## config.mk

```make
export PLATFORM = sky130hd
export DESIGN_NAME = aead_frame_splitter_flat
export DESIGN_NICKNAME = d
export VERILOG_FILES = /design/src/rtl/aead_frame_splitter_if.sv /design/src/rtl/aead_frame_splitter.sv /design/src/flat_wrapper.sv
export SDC_FILE = /design/constraint.sdc
export NUM_CORES = 1
export LEC_CHECK = 0
export CAP_MARGIN = 5
export CORE_AREA = 4 4 158 160
export CTS_CLUSTER_SIZE = 10
export DETAILED_ROUTE_END_ITERATION = 16
export DIE_AREA = 0 0 162 164
export HOLD_SLACK_MARGIN = 0.12
export MAX_ROUTING_LAYER = met4
export PLACE_DENSITY = 0.9
export SLEW_MARGIN = 15
export SYNTH_ARGS = -nofsm -noshare
export SYNTH_HDL_FRONTEND = slang
export SYNTH_SLANG_ARGS = --single-unit
```

## constraint.sdc

```tcl
create_clock -name clk -period 12 [get_ports clk]
set_clock_uncertainty 0.2 [all_clocks]
set_input_delay 1.8 -clock clk [delete_from_list [all_inputs] [get_ports clk]]
set_output_delay 1.8 -clock clk [all_outputs]
set_load 0.05 [all_outputs]
```

## src/rtl/aead_frame_splitter_if.sv

```systemverilog
// Stream bundle for aead_frame_splitter: one received frame stream in, AAD and
// ciphertext streams out. The splitter uses the slave modport; the environment
// feeding frames and sinking the split streams uses the master modport.
interface aead_frame_splitter_if;
  logic [31:0] in_data;
  logic        in_valid;
  logic        in_ready;

  logic [31:0] aad_data;
  logic [3:0]  aad_keep;
  logic        aad_valid;
  logic        aad_last;
  logic        aad_ready;

  logic [31:0] ct_data;
  logic [3:0]  ct_keep;
  logic        ct_valid;
  logic        ct_last;
  logic        ct_ready;

  modport master (
    output in_data, in_valid,
    input  in_ready,
    input  aad_data, aad_keep, aad_valid, aad_last,
    output aad_ready,
    input  ct_data, ct_keep, ct_valid, ct_last,
    output ct_ready
  );

  modport slave (
    input  in_data, in_valid,
    output in_ready,
    output aad_data, aad_keep, aad_valid, aad_last,
    input  aad_ready,
    output ct_data, ct_keep, ct_valid, ct_last,
    input  ct_ready
  );
endinterface

```

## src/rtl/aead_frame_splitter.sv

```systemverilog
// Splits a received AEAD frame (AAD words, CT words, 4 tag words) into separate
// AAD and ciphertext streams and captures the 128-bit Poly1305 tag.
// Optional macro SPLITTER_TAG_CMP_EN builds a registered received-vs-expected
// tag comparator; without it tag_match is tied low and expected_tag is unused.
module aead_frame_splitter (
  input  logic                        clk,
  input  logic                        rst,
  input  logic                        chip_enable,
  input  logic                        start,
  input  logic [15:0]                 aad_len,
  input  logic [15:0]                 ct_len,
  aead_frame_splitter_if.slave        bus,
  output logic [127:0]                tag,
  output logic                        tag_valid,
  input  logic [127:0]                expected_tag,
  output logic                        tag_match,
  output logic                        busy,
  output logic                        done
);

  typedef enum logic [1:0] {StIdle, StAad, StCt, StTag} state_e;

  state_e       state_q, state_d;
  logic [15:0]  aad_len_q, aad_len_d;
  logic [15:0]  ct_len_q, ct_len_d;
  logic [15:0]  cnt_q, cnt_d;
  logic [127:0] tag_q, tag_d;
  logic         tag_valid_q, tag_valid_d;
  logic         done_q, done_d;
  logic [16:0]  aad_words, ct_words;
  logic         aad_is_last, ct_is_last;
  logic         start_acc, tag_last;

  // Keep mask for a field's final word; a multiple of 4 fills the word.
  function automatic logic [3:0] last_keep(input logic [1:0] rem);
    logic [3:0] k;
    unique case (rem)
      2'd0: k = 4'b1111;
      2'd1: k = 4'b0001;
      2'd2: k = 4'b0011;
      default: k = 4'b0111;
    endcase
    return k;
  endfunction

  assign aad_words   = ({1'b0, aad_len_q} + 17'd3) >> 2;
  assign ct_words    = ({1'b0, ct_len_q} + 17'd3) >> 2;
  assign aad_is_last = ({1'b0, cnt_q} == aad_words - 17'd1);
  assign ct_is_last  = ({1'b0, cnt_q} == ct_words - 17'd1);

  assign tag       = tag_q;
  assign tag_valid = tag_valid_q;
  assign done      = done_q;
  assign busy      = (state_q != StIdle);

  // State, latched lengths, word counter, tag and end-of-frame pulses.
  always_ff @(posedge clk or posedge rst) begin
    if (rst) begin
      state_q     <= StIdle;
      aad_len_q   <= '0;
      ct_len_q    <= '0;
      cnt_q       <= '0;
      tag_q       <= '0;
      tag_valid_q <= 1'b0;
      done_q      <= 1'b0;
    end else begin
      state_q     <= state_d;
      aad_len_q   <= aad_len_d;
      ct_len_q    <= ct_len_d;
      cnt_q       <= cnt_d;
      tag_q       <= tag_d;
      tag_valid_q <= tag_valid_d;
      done_q      <= done_d;
    end
  end

  // Next state and zero-latency stream routing; a channel is driven only in its own state.
  always_comb begin
    state_d       = state_q;
    aad_len_d     = aad_len_q;
    ct_len_d      = ct_len_q;
    cnt_d         = cnt_q;
    tag_d         = tag_q;
    tag_valid_d   = 1'b0;
    done_d        = 1'b0;
    start_acc     = 1'b0;
    tag_last      = 1'b0;
    bus.in_ready  = 1'b0;
    bus.aad_data  = '0;
    bus.aad_keep  = '0;
    bus.aad_valid = 1'b0;
    bus.aad_last  = 1'b0;
    bus.ct_data   = '0;
    bus.ct_keep   = '0;
    bus.ct_valid  = 1'b0;
    bus.ct_last   = 1'b0;

    unique case (state_q)
      StIdle: begin
        if (chip_enable && start) begin
          start_acc = 1'b1;
          aad_len_d = aad_len;
          ct_len_d  = ct_len;
          cnt_d     = '0;
          tag_d     = '0;
          if (aad_len != 16'd0)     state_d = StAad;
          else if (ct_len != 16'd0) state_d = StCt;
          else                      state_d = StTag;
        end
      end
      StAad: begin
        bus.aad_data  = bus.in_data;
        bus.aad_valid = chip_enable & bus.in_valid;
        bus.aad_last  = aad_is_last;
        bus.aad_keep  = aad_is_last ? last_keep(aad_len_q[1:0]) : 4'b1111;
        bus.in_ready  = chip_enable & bus.aad_ready;
        if (chip_enable && bus.in_valid && bus.aad_ready) begin
          if (aad_is_last) begin
            cnt_d   = '0;
            state_d = (ct_len_q != 16'd0) ? StCt : StTag;
          end else begin
            cnt_d = cnt_q + 16'd1;
          end
        end
      end
      StCt: begin
        bus.ct_data  = bus.in_data;
        bus.ct_valid = chip_enable & bus.in_valid;
        bus.ct_last  = ct_is_last;
        bus.ct_keep  = ct_is_last ? last_keep(ct_len_q[1:0]) : 4'b1111;
        bus.in_ready = chip_enable & bus.ct_ready;
        if (chip_enable && bus.in_valid && bus.ct_ready) begin
          if (ct_is_last) begin
            cnt_d   = '0;
            state_d = StTag;
          end else begin
            cnt_d = cnt_q + 16'd1;
          end
        end
      end
      StTag: begin
        bus.in_ready = chip_enable;
        if (chip_enable && bus.in_valid) begin
          unique case (cnt_q[1:0])
            2'd0: tag_d[31:0]   = bus.in_data;
            2'd1: tag_d[63:32]  = bus.in_data;
            2'd2: tag_d[95:64]  = bus.in_data;
            default: tag_d[127:96] = bus.in_data;
          endcase
          if (cnt_q[1:0] == 2'd3) begin
            tag_last    = 1'b1;
            tag_valid_d = 1'b1;
            done_d      = 1'b1;
            cnt_d       = '0;
            state_d     = StIdle;
          end else begin
            cnt_d = cnt_q + 16'd1;
          end
        end
      end
      default: state_d = StIdle;
    endcase
  end

`ifdef SPLITTER_TAG_CMP_EN
  logic tag_match_q, tag_match_d;

  // Compare the fully assembled tag as the last word lands; hold until next start.
  always_comb begin
    tag_match_d = tag_match_q;
    if (start_acc) begin
      tag_match_d = 1'b0;
    end else if (tag_last) begin
      tag_match_d = ({bus.in_data, tag_q[95:0]} == expected_tag);
    end
  end

  // Registered compare result.
  always_ff @(posedge clk or posedge rst) begin
    if (rst) tag_match_q <= 1'b0;
    else     tag_match_q <= tag_match_d;
  end

  assign tag_match = tag_match_q;
`else
  logic unused_cmp;
  assign unused_cmp = ^{expected_tag, start_acc, tag_last};
  assign tag_match  = 1'b0;
`endif

endmodule

```

## src/flat_wrapper.sv

```systemverilog
// flat-port wrapper written by rule: the top's interface ports become plain ports
module aead_frame_splitter_flat 
  (clk, rst, chip_enable, start, aad_len, ct_len, tag, tag_valid, expected_tag, tag_match, busy, done, bus_in_data, bus_in_valid, bus_in_ready, bus_aad_data, bus_aad_keep, bus_aad_valid, bus_aad_last, bus_aad_ready, bus_ct_data, bus_ct_keep, bus_ct_valid, bus_ct_last, bus_ct_ready);
  aead_frame_splitter_if bus_i ();
  input  logic clk;
  input  logic rst;
  input  logic chip_enable;
  input  logic start;
  input  logic [15:0] aad_len;
  input  logic [15:0] ct_len;
  output logic [127:0] tag;
  output logic tag_valid;
  input  logic [127:0] expected_tag;
  output logic tag_match;
  output logic busy;
  output logic done;
  input wire logic [$bits(bus_i.in_data)-1:0] bus_in_data;
  input wire logic [$bits(bus_i.in_valid)-1:0] bus_in_valid;
  output wire logic [$bits(bus_i.in_ready)-1:0] bus_in_ready;
  output wire logic [$bits(bus_i.aad_data)-1:0] bus_aad_data;
  output wire logic [$bits(bus_i.aad_keep)-1:0] bus_aad_keep;
  output wire logic [$bits(bus_i.aad_valid)-1:0] bus_aad_valid;
  output wire logic [$bits(bus_i.aad_last)-1:0] bus_aad_last;
  input wire logic [$bits(bus_i.aad_ready)-1:0] bus_aad_ready;
  output wire logic [$bits(bus_i.ct_data)-1:0] bus_ct_data;
  output wire logic [$bits(bus_i.ct_keep)-1:0] bus_ct_keep;
  output wire logic [$bits(bus_i.ct_valid)-1:0] bus_ct_valid;
  output wire logic [$bits(bus_i.ct_last)-1:0] bus_ct_last;
  input wire logic [$bits(bus_i.ct_ready)-1:0] bus_ct_ready;
  assign bus_i.in_data = bus_in_data;
  assign bus_i.in_valid = bus_in_valid;
  assign bus_in_ready = bus_i.in_ready;
  assign bus_aad_data = bus_i.aad_data;
  assign bus_aad_keep = bus_i.aad_keep;
  assign bus_aad_valid = bus_i.aad_valid;
  assign bus_aad_last = bus_i.aad_last;
  assign bus_i.aad_ready = bus_aad_ready;
  assign bus_ct_data = bus_i.ct_data;
  assign bus_ct_keep = bus_i.ct_keep;
  assign bus_ct_valid = bus_i.ct_valid;
  assign bus_ct_last = bus_i.ct_last;
  assign bus_i.ct_ready = bus_ct_ready;
  aead_frame_splitter u_core (.clk(clk), .rst(rst), .chip_enable(chip_enable), .start(start), .aad_len(aad_len), .ct_len(ct_len), .bus(bus_i), .tag(tag), .tag_valid(tag_valid), .expected_tag(expected_tag), .tag_match(tag_match), .busy(busy), .done(done));
endmodule
```

* Word-level counts from Yosys, hierarchy flattened
Cells that the tools add are included.
** Cells by class
- Div/mod/pow operators :: 0
- Equal/unequal tests :: 23
- Reduce and logical (&&, ||, !) cells :: 21
- Bitwise gates (word level) :: 3
- Multiply operators :: 0
- Muxes and demuxes :: 42
- $lt $le $gt $ge :: 0
- Add/subtract/negate cells :: 5
- Shift operators :: 0
** Operators by type and width (count)
- 128-bit two-way mux :: 2
- 128-bit one-hot mux with 2 select lines :: 1
- 32-bit two-way mux :: 6
- 16-bit two-way mux :: 7
- 16-bit one-hot mux with 4 select lines :: 1
- 16-bit nonzero test :: 3
- 16-bit by 2-bit adder with 17-bit output, second input constant :: 2
- 16-bit by 17-bit equality test with 1-bit output :: 2
- 15-bit by 1-bit subtractor with 16-bit output, second input constant :: 2
- 4-bit one-hot mux with 3 select lines :: 2
- 4-bit AND reduction :: 5
- 16-bit by 1-bit adder with 16-bit output, second input constant :: 1
- 2-bit two-way mux :: 8
- 4-bit two-way mux :: 4
- 2-bit by 1-bit inequality test with 1-bit output, second input constant :: 7
- 2-bit equality test, second input constant :: 6
- 1-bit two-way mux :: 9
- 2-bit by 1-bit equality test with 1-bit output, second input constant :: 4
- 2-bit logical NOT :: 4
- 2-bit inequality test, second input constant :: 4
- 2-bit one-hot mux with 4 select lines :: 1
- 7-bit AND reduction :: 1
- 1-bit logical AND :: 4
- 2-bit nonzero test :: 2
- other kinds (4) :: 6
** Storage, ports and cells
- Output and inout bits :: 209
- Bits in registers :: 179
- Memories kept :: 0
- Logic and storage cells :: 103
- Bits in latches :: 0
- Bits in writable memories :: 0
- ROM bits :: 0

* Depth between registers and ports, before layout
Gate-level depths: netlist of run 1.
- Depth in word-level cells :: 6
- Depth in mapped cells :: 15

* Least setup slack after synthesis of run 1
No wires, ideal clock.
- Kind :: register to output
- Start :: reg u_core.ct_len_q[0]
- End :: out bus_ct_keep[1]
- Stages on the path, launching flop included :: 15
- Data arrival time :: 3.772 ns
- Buffers on the path :: 1
- Slack :: 6.228 ns
- Cell sequence :: dfrtp_1 > inv_1 > ha_1 > buf_4 > xor2_1 > ha_1 > nand2_1 > mux2i_1 > or3b_2 > o2111ai_1 > a211oi_1 > and4b_1 > nand4b_1 > nor2_1 > a21boi_0
** Between the ends
- Cells in the longest elaborated chain, start to end :: 5
** Ends and longest elaborated chain
- start, declared :: RTL line aead_frame_splitter.sv:25 : logic [15:0] ct_len_q, ct_len_d;
- start signal, assigned :: RTL line aead_frame_splitter.sv:69 : ct_len_q <= ct_len_d;
- 16-bit by 2-bit adder with 17-bit output :: RTL line aead_frame_splitter.sv:47 : assign ct_words = ({1'b0, ct_len_q} + 17'd3) >> 2;
- 15-bit by 1-bit subtractor with 16-bit output :: RTL line aead_frame_splitter.sv:49 : assign ct_is_last = ({1'b0, cnt_q} == ct_words - 17'd1);
- 16-bit by 17-bit equality test with 1-bit output :: RTL line aead_frame_splitter.sv:49
- 4-bit two-way mux (*) :: RTL line aead_frame_splitter.sv:130 : bus.ct_keep = ct_is_last ? last_keep(ct_len_q[1:0]) : 4'b1111;
- 4-bit two-way mux (*) :: RTL line aead_frame_splitter.sv:98 : unique case (state_q)
- end, declared :: RTL line flat_wrapper.sv:26 : output wire logic [$bits(bus_i.ct_keep)-1:0] bus_ct_keep;
Mark *: on every way between the ends. The rest lies on a longest branch, timed or not.

* Worst setup path after layout of run 1
- Start :: reg u_core.ct_len_q[1]
- End :: out bus_ct_last
** Between the ends
- Cells in the longest elaborated chain, start to end :: 4
** Ends and longest elaborated chain
- 16-bit by 2-bit adder with 17-bit output :: RTL line aead_frame_splitter.sv:47
- 15-bit by 1-bit subtractor with 16-bit output :: RTL line aead_frame_splitter.sv:49
- 16-bit by 17-bit equality test with 1-bit output :: RTL line aead_frame_splitter.sv:49
- 1-bit two-way mux :: RTL line aead_frame_splitter.sv:98
- end, declared :: RTL line flat_wrapper.sv:28 : output wire logic [$bits(bus_i.ct_last)-1:0] bus_ct_last;
Every way passes these cells.

==> results of run 1 <==
## kinds of logic after synthesis
logic type               synth area share (%)
multiplexers                            4.684
flip-flops                              42.46
AO/OA/AOI/OAI                           16.58
other                                 0.03554
XOR/XNOR                                5.242
adder cells (fa/ha/maj)                 2.135
AND/OR/NAND/NOR                         24.30
buffers and inverters                   4.566
## how the worst min path moves through the flow
stage / start / endpoint / slack (ns) / cells after the start
final: u_core.tag[116] / u_core.tag[116] / 0.28 / 2
after global routing: u_core.tag[118] / u_core.tag[118] / 0.30 / 2
after CTS: u_core.tag[116] / u_core.tag[116] / 0.29 / 2
after detailed placement: u_core.tag[116] / u_core.tag[116] / 0.27 / 2
after global placement: u_core.tag[31] / u_core.tag[31] / 0.26 / 2
after floorplan: u_core.cnt_q[15] / u_core.cnt_q[15] / 0.30 / 2
## cells in the mapped netlist, types with 14 or more instances
master	instances
sky130_fd_sc_hd__a21oi_1	16
sky130_fd_sc_hd__and2_1	71
sky130_fd_sc_hd__and3_1	18
sky130_fd_sc_hd__buf_2	16
sky130_fd_sc_hd__clkbuf_1	56
sky130_fd_sc_hd__dfrtp_1	179
sky130_fd_sc_hd__ha_1	18
sky130_fd_sc_hd__inv_1	21
sky130_fd_sc_hd__mux2_2	39
sky130_fd_sc_hd__nand2_1	204
sky130_fd_sc_hd__nand3_1	30
sky130_fd_sc_hd__nand4_1	14
sky130_fd_sc_hd__nor2_1	33
sky130_fd_sc_hd__nor3_1	22
sky130_fd_sc_hd__o21ai_0	151
sky130_fd_sc_hd__or3_1	18
sky130_fd_sc_hd__xnor2_1	40
sky130_fd_sc_hd__xor2_1	18
## state kept, by name, summed over array words and instances (netlist names)
name              count
u_core.tag_valid      1
u_core.aad_len_q     16
u_core.state_q        2
u_core.ct_len_q      16
u_core.cnt_q         16
u_core.tag          128
## layer usage
metal	vias up	global-route usage, %	routed length (microns)	share of wire [%]
met2	403	39.44	15330	49
li1	4543	-	-	-
met5	-	-	0	0
met4	0	9.189	1100	3.5
met1	4620	29.19	12780	41
met3	67	4.241	2233	7.1
## critical path: stages (launching register included)
cell and delay (ns):
sky130_fd_sc_hd__dfrtp_1 0.46, sky130_fd_sc_hd__inv_1 0.14, sky130_fd_sc_hd__ha_1 0.42, sky130_fd_sc_hd__xor2_1 0.29, sky130_fd_sc_hd__ha_1 0.28, sky130_fd_sc_hd__nand2_1 0.08
sky130_fd_sc_hd__mux2i_1 0.35, sky130_fd_sc_hd__o21ai_1 0.23, sky130_fd_sc_hd__a221oi_2 0.40, sky130_fd_sc_hd__xnor2_1 0.11, sky130_fd_sc_hd__or3_4 0.35, sky130_fd_sc_hd__o2bb2ai_2 0.16
sky130_fd_sc_hd__nor2_1 0.21, sky130_fd_sc_hd__and2_1 0.16, sky130_fd_sc_hd__clkdlybuf4s50_1 0.83
## metrics by stage
step	util, %	total power, mW	hold slack (ns)
floorplan	-	0.6992	0.3037
global placement	57.43	0.7572	0.2610
detailed placement	57.43	0.7611	0.2691
CTS	60.23	1.355	0.2859
global route	60.23	1.391	0.3036
finish	60.23	1.346	0.2809
## placed cells by master (no fill, tap or decap), types with 5 or more instances in the layout
| cell | count |
|---|---|
| sky130_fd_sc_hd__buf_4 | 7 |
| sky130_fd_sc_hd__clkdlybuf4s50_1 | 278 |
| sky130_fd_sc_hd__o21ai_4 | 5 |
| sky130_fd_sc_hd__o211ai_1 | 8 |
| sky130_fd_sc_hd__nor4_1 | 11 |
| sky130_fd_sc_hd__nor3_1 | 22 |
| sky130_fd_sc_hd__nand3_1 | 30 |
| sky130_fd_sc_hd__xor2_1 | 18 |
| sky130_fd_sc_hd__nand4_1 | 14 |
| sky130_fd_sc_hd__nand2b_1 | 8 |
| sky130_fd_sc_hd__and2_1 | 71 |
| sky130_fd_sc_hd__clkinv_8 | 8 |
| sky130_fd_sc_hd__nand2_1 | 204 |
| sky130_fd_sc_hd__nor2b_1 | 9 |
| sky130_fd_sc_hd__inv_1 | 20 |
| sky130_fd_sc_hd__o21ai_0 | 151 |
| sky130_fd_sc_hd__o21ai_1 | 6 |
| sky130_fd_sc_hd__xnor2_1 | 40 |
| sky130_fd_sc_hd__dfrtp_1 | 179 |
| sky130_fd_sc_hd__or2_2 | 5 |
| sky130_fd_sc_hd__nor2_1 | 33 |
| sky130_fd_sc_hd__ha_1 | 16 |
| sky130_fd_sc_hd__a21o_1 | 5 |
| sky130_fd_sc_hd__a22oi_1 | 5 |
| sky130_fd_sc_hd__clkbuf_16 | 17 |
| sky130_fd_sc_hd__mux2_2 | 39 |
| sky130_fd_sc_hd__or3_1 | 18 |
| sky130_fd_sc_hd__a21oi_1 | 16 |
| sky130_fd_sc_hd__a211oi_1 | 7 |
| sky130_fd_sc_hd__and3_1 | 18 |
## where the power goes
part | switching (mW) | internal, mW
Clock | 0.288 | 0.309
Sequential | 0.0161 | 0.608
Combinational | 0.0694 | 0.0561
## final cells by class
type                    instances  area, sq um
flip-flops and latches        179         4479
inverters                      22        87.58
well taps                     319        399.1
repair buffers                285         2835
clock inverters                15        230.2
multi-input cells             881         5639
fillers                      1951         9306
clock buffers                  17        425.4
==> out/results.txt, run 1 <==
Outcome: finished clean
RSZ-0062 raised after global routing: no
Number of hold buffers added after cts: 0
Root cell of the clock tree: sky130_fd_sc_hd__clkbuf_16
Antenna violations before repair: 0
Total core area: 23400 sq um
Pre-Repair DR Iteration Count: 5
Inserted Diodes: 0
Max-slew violation total from the final report: 0
Cell depth of the worst flop-to-flop path: 14
Nets: 1603
Crit Path Class: flip-flop to output port
Mean cell area of the mapped netlist: 9.017 sq um
Netlist area before placement: 10550 sq um
Final cell count without fillers: 1718
Number of flip-flops and latches in the synthesized netlist: 179
Final instance area: 14100 sq um
Number of buffer cells added on primary ports: 278
Endpoint of the most critical register-to-register path: u_core.state_q[0]
Slew of the pin with the lowest slew margin: 0.9372 ns
Global-route wire length before repair: 49310 microns
Clock network latency to the later pin of the worst-skew pair: 0.43 ns
Crit. End Element: output port
Routed wirelength normalized by instance count: 18.30 microns
Critical register-to-register path startpoint: u_core.ct_len_q[1]
P per Cell Area: 95.52 nW/um^2
Worst vdd ir: 86.66 uV
Type of the worst min-delay path: flip-flop to flip-flop
Clock-pin slew on the worst setup and hold paths: 0.08 ns
CTS sink count: 179
DRC violation count after routing: 0
Post-synth EDFFs: 0
Count of different cell masters after synthesis: 99
Final wirelength: 31440 microns
Final count of hold timing violations: 0
Reported max-cap violation count: 0
Worst slew slack as a fraction of its limit: 37.52%
Clk buf depth: 2
Remaining global-route overflow: 0
Vias in the first global route: 9275
GRT Util Overall: 23.77%
Fraction of synthesized cell area taken by the top area cell type: 42.46%
Most used flip-flop cell after synthesis: sky130_fd_sc_hd__dfrtp_1
Remaining antenna violation count: 0
Crit path to: bus_ct_last
Leak: 5.885 nW
Via density per instance: 5.607
Die height: 164 microns
Achievable clock frequency: 145.0 MHz
Nets in the synthesized netlist: 1387
Die area: 26570 sq um
Resized cells post-CTS: 0
Final Cycle Share: 57.49%
Cell area reported after detailed placement: 13440 sq um
Iter 0 DRT Violations: 725
Final setup slack of the worst path: 5.101 ns
CP Launch Point: u_core.ct_len_q[1]
Data required time at the worst endpoint: 10.00 ns
Maximum number of pins on one net before global-route repair: 106
Total of warnings raised by yosys: 0
Signal arrival time at the worst endpoint: 4.90 ns
Proportion of layout cells with a drive suffix above 1: 8.935%
Setup TNS after final layout: 0 ns
Final critical delay including setup and external delays: 6.899 ns
TritonCTS clock tree: yes
DP Worst Slack: 5.570 ns
I/O pin cnt: 408
Relative area change from synthesis to final layout: 33.61%
Number of rows created at floorplan: 56
Leading area contributor after synthesis: sky130_fd_sc_hd__dfrtp_1
Post-detailed-placement half-perimeter wirelength: 23680 microns
Proportion of synthesized chip area in sequential cells: 42.46%
Starting density of the core: 45.08%
CTS H-tree depth: 4
Global placer's final weighted congestion: 0.9077
Final setup violation count: 0
Die Wd: 162 microns
Top cells by area in the synthesized netlist: sky130_fd_sc_hd__dfrtp_1 (42%), sky130_fd_sc_hd__nand2_1 (7.3%), sky130_fd_sc_hd__o21ai_0 (7.2%)
Total vias in the final route: 9633
Count of mapped cells out of synthesis: 1170
CP Max Fanout: 11
Fraction of registers with async set/reset: 100.0%
Number of clock buffers inserted by TritonCTS: 17
CP Launch Type: flip-flop
Number of buffers inserted to repair setup after CTS: 0
Setup slack of the most critical reg-to-reg path: 7.72 ns
Inst Count DP: 1686
Note: power is estimated with default switching activity, not from simulation.
==> inputs of run 2 (changes only) <==
--- a/config.mk
+++ b/config.mk
@@ -6,13 +6,13 @@
 export NUM_CORES = 1
 export LEC_CHECK = 0
 export CAP_MARGIN = 5
-export CORE_AREA = 4 4 158 160
+export CORE_MARGIN = 4
+export CORE_UTILIZATION = 41
 export CTS_CLUSTER_SIZE = 10
 export DETAILED_ROUTE_END_ITERATION = 16
-export DIE_AREA = 0 0 162 164
 export HOLD_SLACK_MARGIN = 0.12
 export MAX_ROUTING_LAYER = met4
-export PLACE_DENSITY = 0.9
+export PLACE_DENSITY = 0.87
 export SLEW_MARGIN = 15
 export SYNTH_ARGS = -nofsm -noshare
 export SYNTH_HDL_FRONTEND = slang
==> constraint.sdc (replaced) <==
create_clock -name clk -period 6 [get_ports clk]
set_clock_uncertainty 0.2 [all_clocks]
set_input_delay 0.9 -clock clk [delete_from_list [all_inputs] [get_ports clk]]
set_output_delay 0.9 -clock clk [all_outputs]
set_load 0.05 [all_outputs]
==> run 2 against run 1 <==
Against the previous run: sequential share of layout area down 0.087 points; cell count up 0.87%; routed wire length up 2.2%; sequential power up 100%; first-iteration DRC count up 13%; total power up 97%; via count up 1.3%; worst hold slack worse by 0.0023 ns; register-to-register slack worse by 6.3 ns.
==> out/results.txt, run 2 (synthesized netlist as in run 1, its figures left out) <==
CTS sink count: 179 (unchanged)
Achievable clock frequency: 173.9 MHz
RSZ-0062 raised after global routing: no
Clk buf depth: 2 (unchanged)
Die area: 28360 sq um (+6.8%)
Die height: 168.4 microns (+2.7%)
Global-route wire length before repair: 50720 microns (+2.9%)
Antenna violations before repair: 0 (unchanged)
Number of buffer cells added on primary ports: 278 (unchanged)
Total core area: 25250 sq um (+7.9%)
Clock-pin slew on the worst setup and hold paths: 0.07 ns (about the same)
Post-detailed-placement half-perimeter wirelength: 24090 microns (+1.8%)
Multi-input combinational cell area: 5647 sq um (+0.13%)
Reported max-cap violation count: 0 (unchanged)
Area taken by flip-flops and latches: 4479 sq um (unchanged)
Final setup violation count: 0 (unchanged)
Nets: 1607 (+0.25%)
Leak: 5.968 nW (+1.4%)
Pre-Repair DR Iteration Count: 5 (unchanged)
TritonCTS clock tree: yes
Type of the worst min-delay path: flip-flop to flip-flop
Root cell of the clock tree: sky130_fd_sc_hd__clkbuf_16
Slew of the pin with the lowest slew margin: 1.013 ns (+0.07544 ns)
Signal arrival time at the worst endpoint: 4.65 ns (-0.25 ns)
Sequence of cells on the critical path: inv_1, ha_1, xor2_1, ha_1, nand2_1, a211oi_2, o211ai_1, nor4b_2, mux2_2, nand2_1, o311a_1, nand4_1, nor2_1, clkdlybuf4s50_1
Setup slack of the most critical reg-to-reg path: 1.42 ns (-6.30 ns)
Total vias in the final route: 9763 (+1.3%)
DRC violation count after routing: 0 (unchanged)
Worst vdd ir: 176.2 uV (+100%)
Most used cells in the layout excluding fill and tap cells: sky130_fd_sc_hd__clkdlybuf4s50_1 (272), sky130_fd_sc_hd__nand2_1 (204), sky130_fd_sc_hd__dfrtp_1 (179)
Number of hold buffers added after cts: 0 (unchanged)
Crit path to: bus_aad_last
Data required time at the worst endpoint: 4.90 ns (-5.10 ns)
Final instance area: 14130 sq um (+0.28%)
CP Max Fanout: 10 (-1)
Crit. End Element: output port
Maximum number of pins on one net before global-route repair: 111 (+4.7%)
Iter 0 DRT Violations: 820 (+13%)
Vias in the first global route: 9388 (+1.2%)
Inserted Diodes: 0 (unchanged)
CP Launch Type: flip-flop
Flip-flop count of the largest register after layout: 128 (unchanged)
Remaining global-route overflow: 0 (unchanged)
CTS H-tree depth: 4 (unchanged)
Cell depth of the worst flop-to-flop path: 14 (unchanged)
Worst slew slack as a fraction of its limit: 32.49% (-5.0 points)
Final cell count without fillers: 1733 (+0.87%)
Proportion of layout cells with a drive suffix above 1: 9.337% (+0.40 points)
Final critical delay including setup and external delays: 5.750 ns
Worst hold slack: 0.2786 ns (-0.002324 ns)
Endpoint of the most critical register-to-register path: u_core.state_q[0]
Final Cycle Share: 95.83%
Via density per instance: 5.634 (+0.47%)
Global placer's final weighted congestion: 0.8916 (-1.8%)
Number of buffers inserted to repair setup after CTS: 0 (unchanged)
Most common cell after layout, fill and taps aside: sky130_fd_sc_hd__clkdlybuf4s50_1
Number of clock buffers inserted by TritonCTS: 17 (unchanged)
Max-slew violation total from the final report: 0 (unchanged)
I/O pin cnt: 408 (unchanged)
Filler cell count in the final layout: 2144 (+9.9%)
CP Launch Point: u_core.aad_len_q[1]
Remaining antenna violation count: 0 (unchanged)
Routed wirelength normalized by instance count: 18.55 microns (+1.4%)
Inst Count DP: 1701 (+0.89%)
Slowest-stage cell, CP: sky130_fd_sc_hd__clkdlybuf4s50_1
Final count of hold timing violations: 0 (unchanged)
Setup TNS after final layout: 0 ns (unchanged)
Delay of the slowest cell on the worst path: 0.82 ns (about the same)
Critical register-to-register path startpoint: u_core.aad_len_q[1]
P per Cell Area: 187.8 nW/um^2 (+97%)
Number of rows created at floorplan: 58 (+3.6%)
Clock network latency to the later pin of the worst-skew pair: 0.43 ns (about the same)
Cell area reported after detailed placement: 13480 sq um (+0.33%)
Crit Path Class: flip-flop to output port
GRT Util Overall: 22.76% (-1.0 points)
Outcome: finished clean
Starting density of the core: 41.78% (-3.3 points)
Die Wd: 168.4 microns (+4.0%)
Relative area change from synthesis to final layout: 33.98%
Final wirelength: 32150 microns (+2.2%)
[run 2: final cells by class]
class / instances / area share (%)
Multi-Input combinational cell: 881 / 39.95
Sequential cell: 179 / 31.69
Timing Repair Buffer: 289 / 20.38
Clock buffer: 17 / 3.010
Tap cell: 330 / 2.921
Clock inverter: 15 / 1.434
Inverter: 22 / 0.6196
[run 2: routing by layer]
layer	global-route usage [%]	up-vias	part of all wire, %
met3	3.592	57	6.8
met4	6.528	0	2.4
met1	28.04	4718	41
met5	-	-	0
met2	38.89	437	50
li1	-	4551	-
[run 2: power by group]
part           switching, mW  leakage (nW)  total, mW  internal (mW)
Sequential            0.0316          2.49       1.25           1.22
Clock                  0.555         0.303       1.16          0.605
Combinational          0.136          3.17      0.248          0.111
[run 2: how the worst min path moves through the flow]
stage                          start               end  slack, ns  cells after the start
floorplan           u_core.cnt_q[15]  u_core.cnt_q[15]       0.30                      2
global placement      u_core.tag[18]    u_core.tag[18]       0.26                      2
detailed placement   u_core.tag[123]   u_core.tag[123]       0.27                      2
CTS                   u_core.tag[25]    u_core.tag[25]       0.29                      2
global route          u_core.tag[92]    u_core.tag[92]       0.30                      2
finish               u_core.tag[114]   u_core.tag[114]       0.28                      2
[run 2: what timing repair did]
item | in CTS | in global routing
resized for setup | 0 | 8
endpoints found under the setup margin | 0 | 7
endpoints found under the hold margin | 0 | 0
[run 2: worst max-delay path: cells and delay by family, from the launching register on]
family,cells,cell delay (ns)
adder cells (fa/ha/maj),2,0.56
XOR/XNOR,1,0.32
flip-flops,1,0.55
buffers and inverters,2,0.96
multiplexers,1,0.39
AND/OR/NAND/NOR,5,0.68
AO/OA/AOI/OAI,3,0.75
[run 2: through the flow]
step	worst slack, ns	power (mW)	util, %
6_report	0.2503	2.655	55.97
5_1_grt	0.03698	2.755	55.97
4_1_cts	0.03137	2.685	55.88
3_5_place_dp	0.5193	1.520	53.39
3_3_place_gp	0.6213	1.516	53.39
2_1_floorplan	0.04139	1.398	-
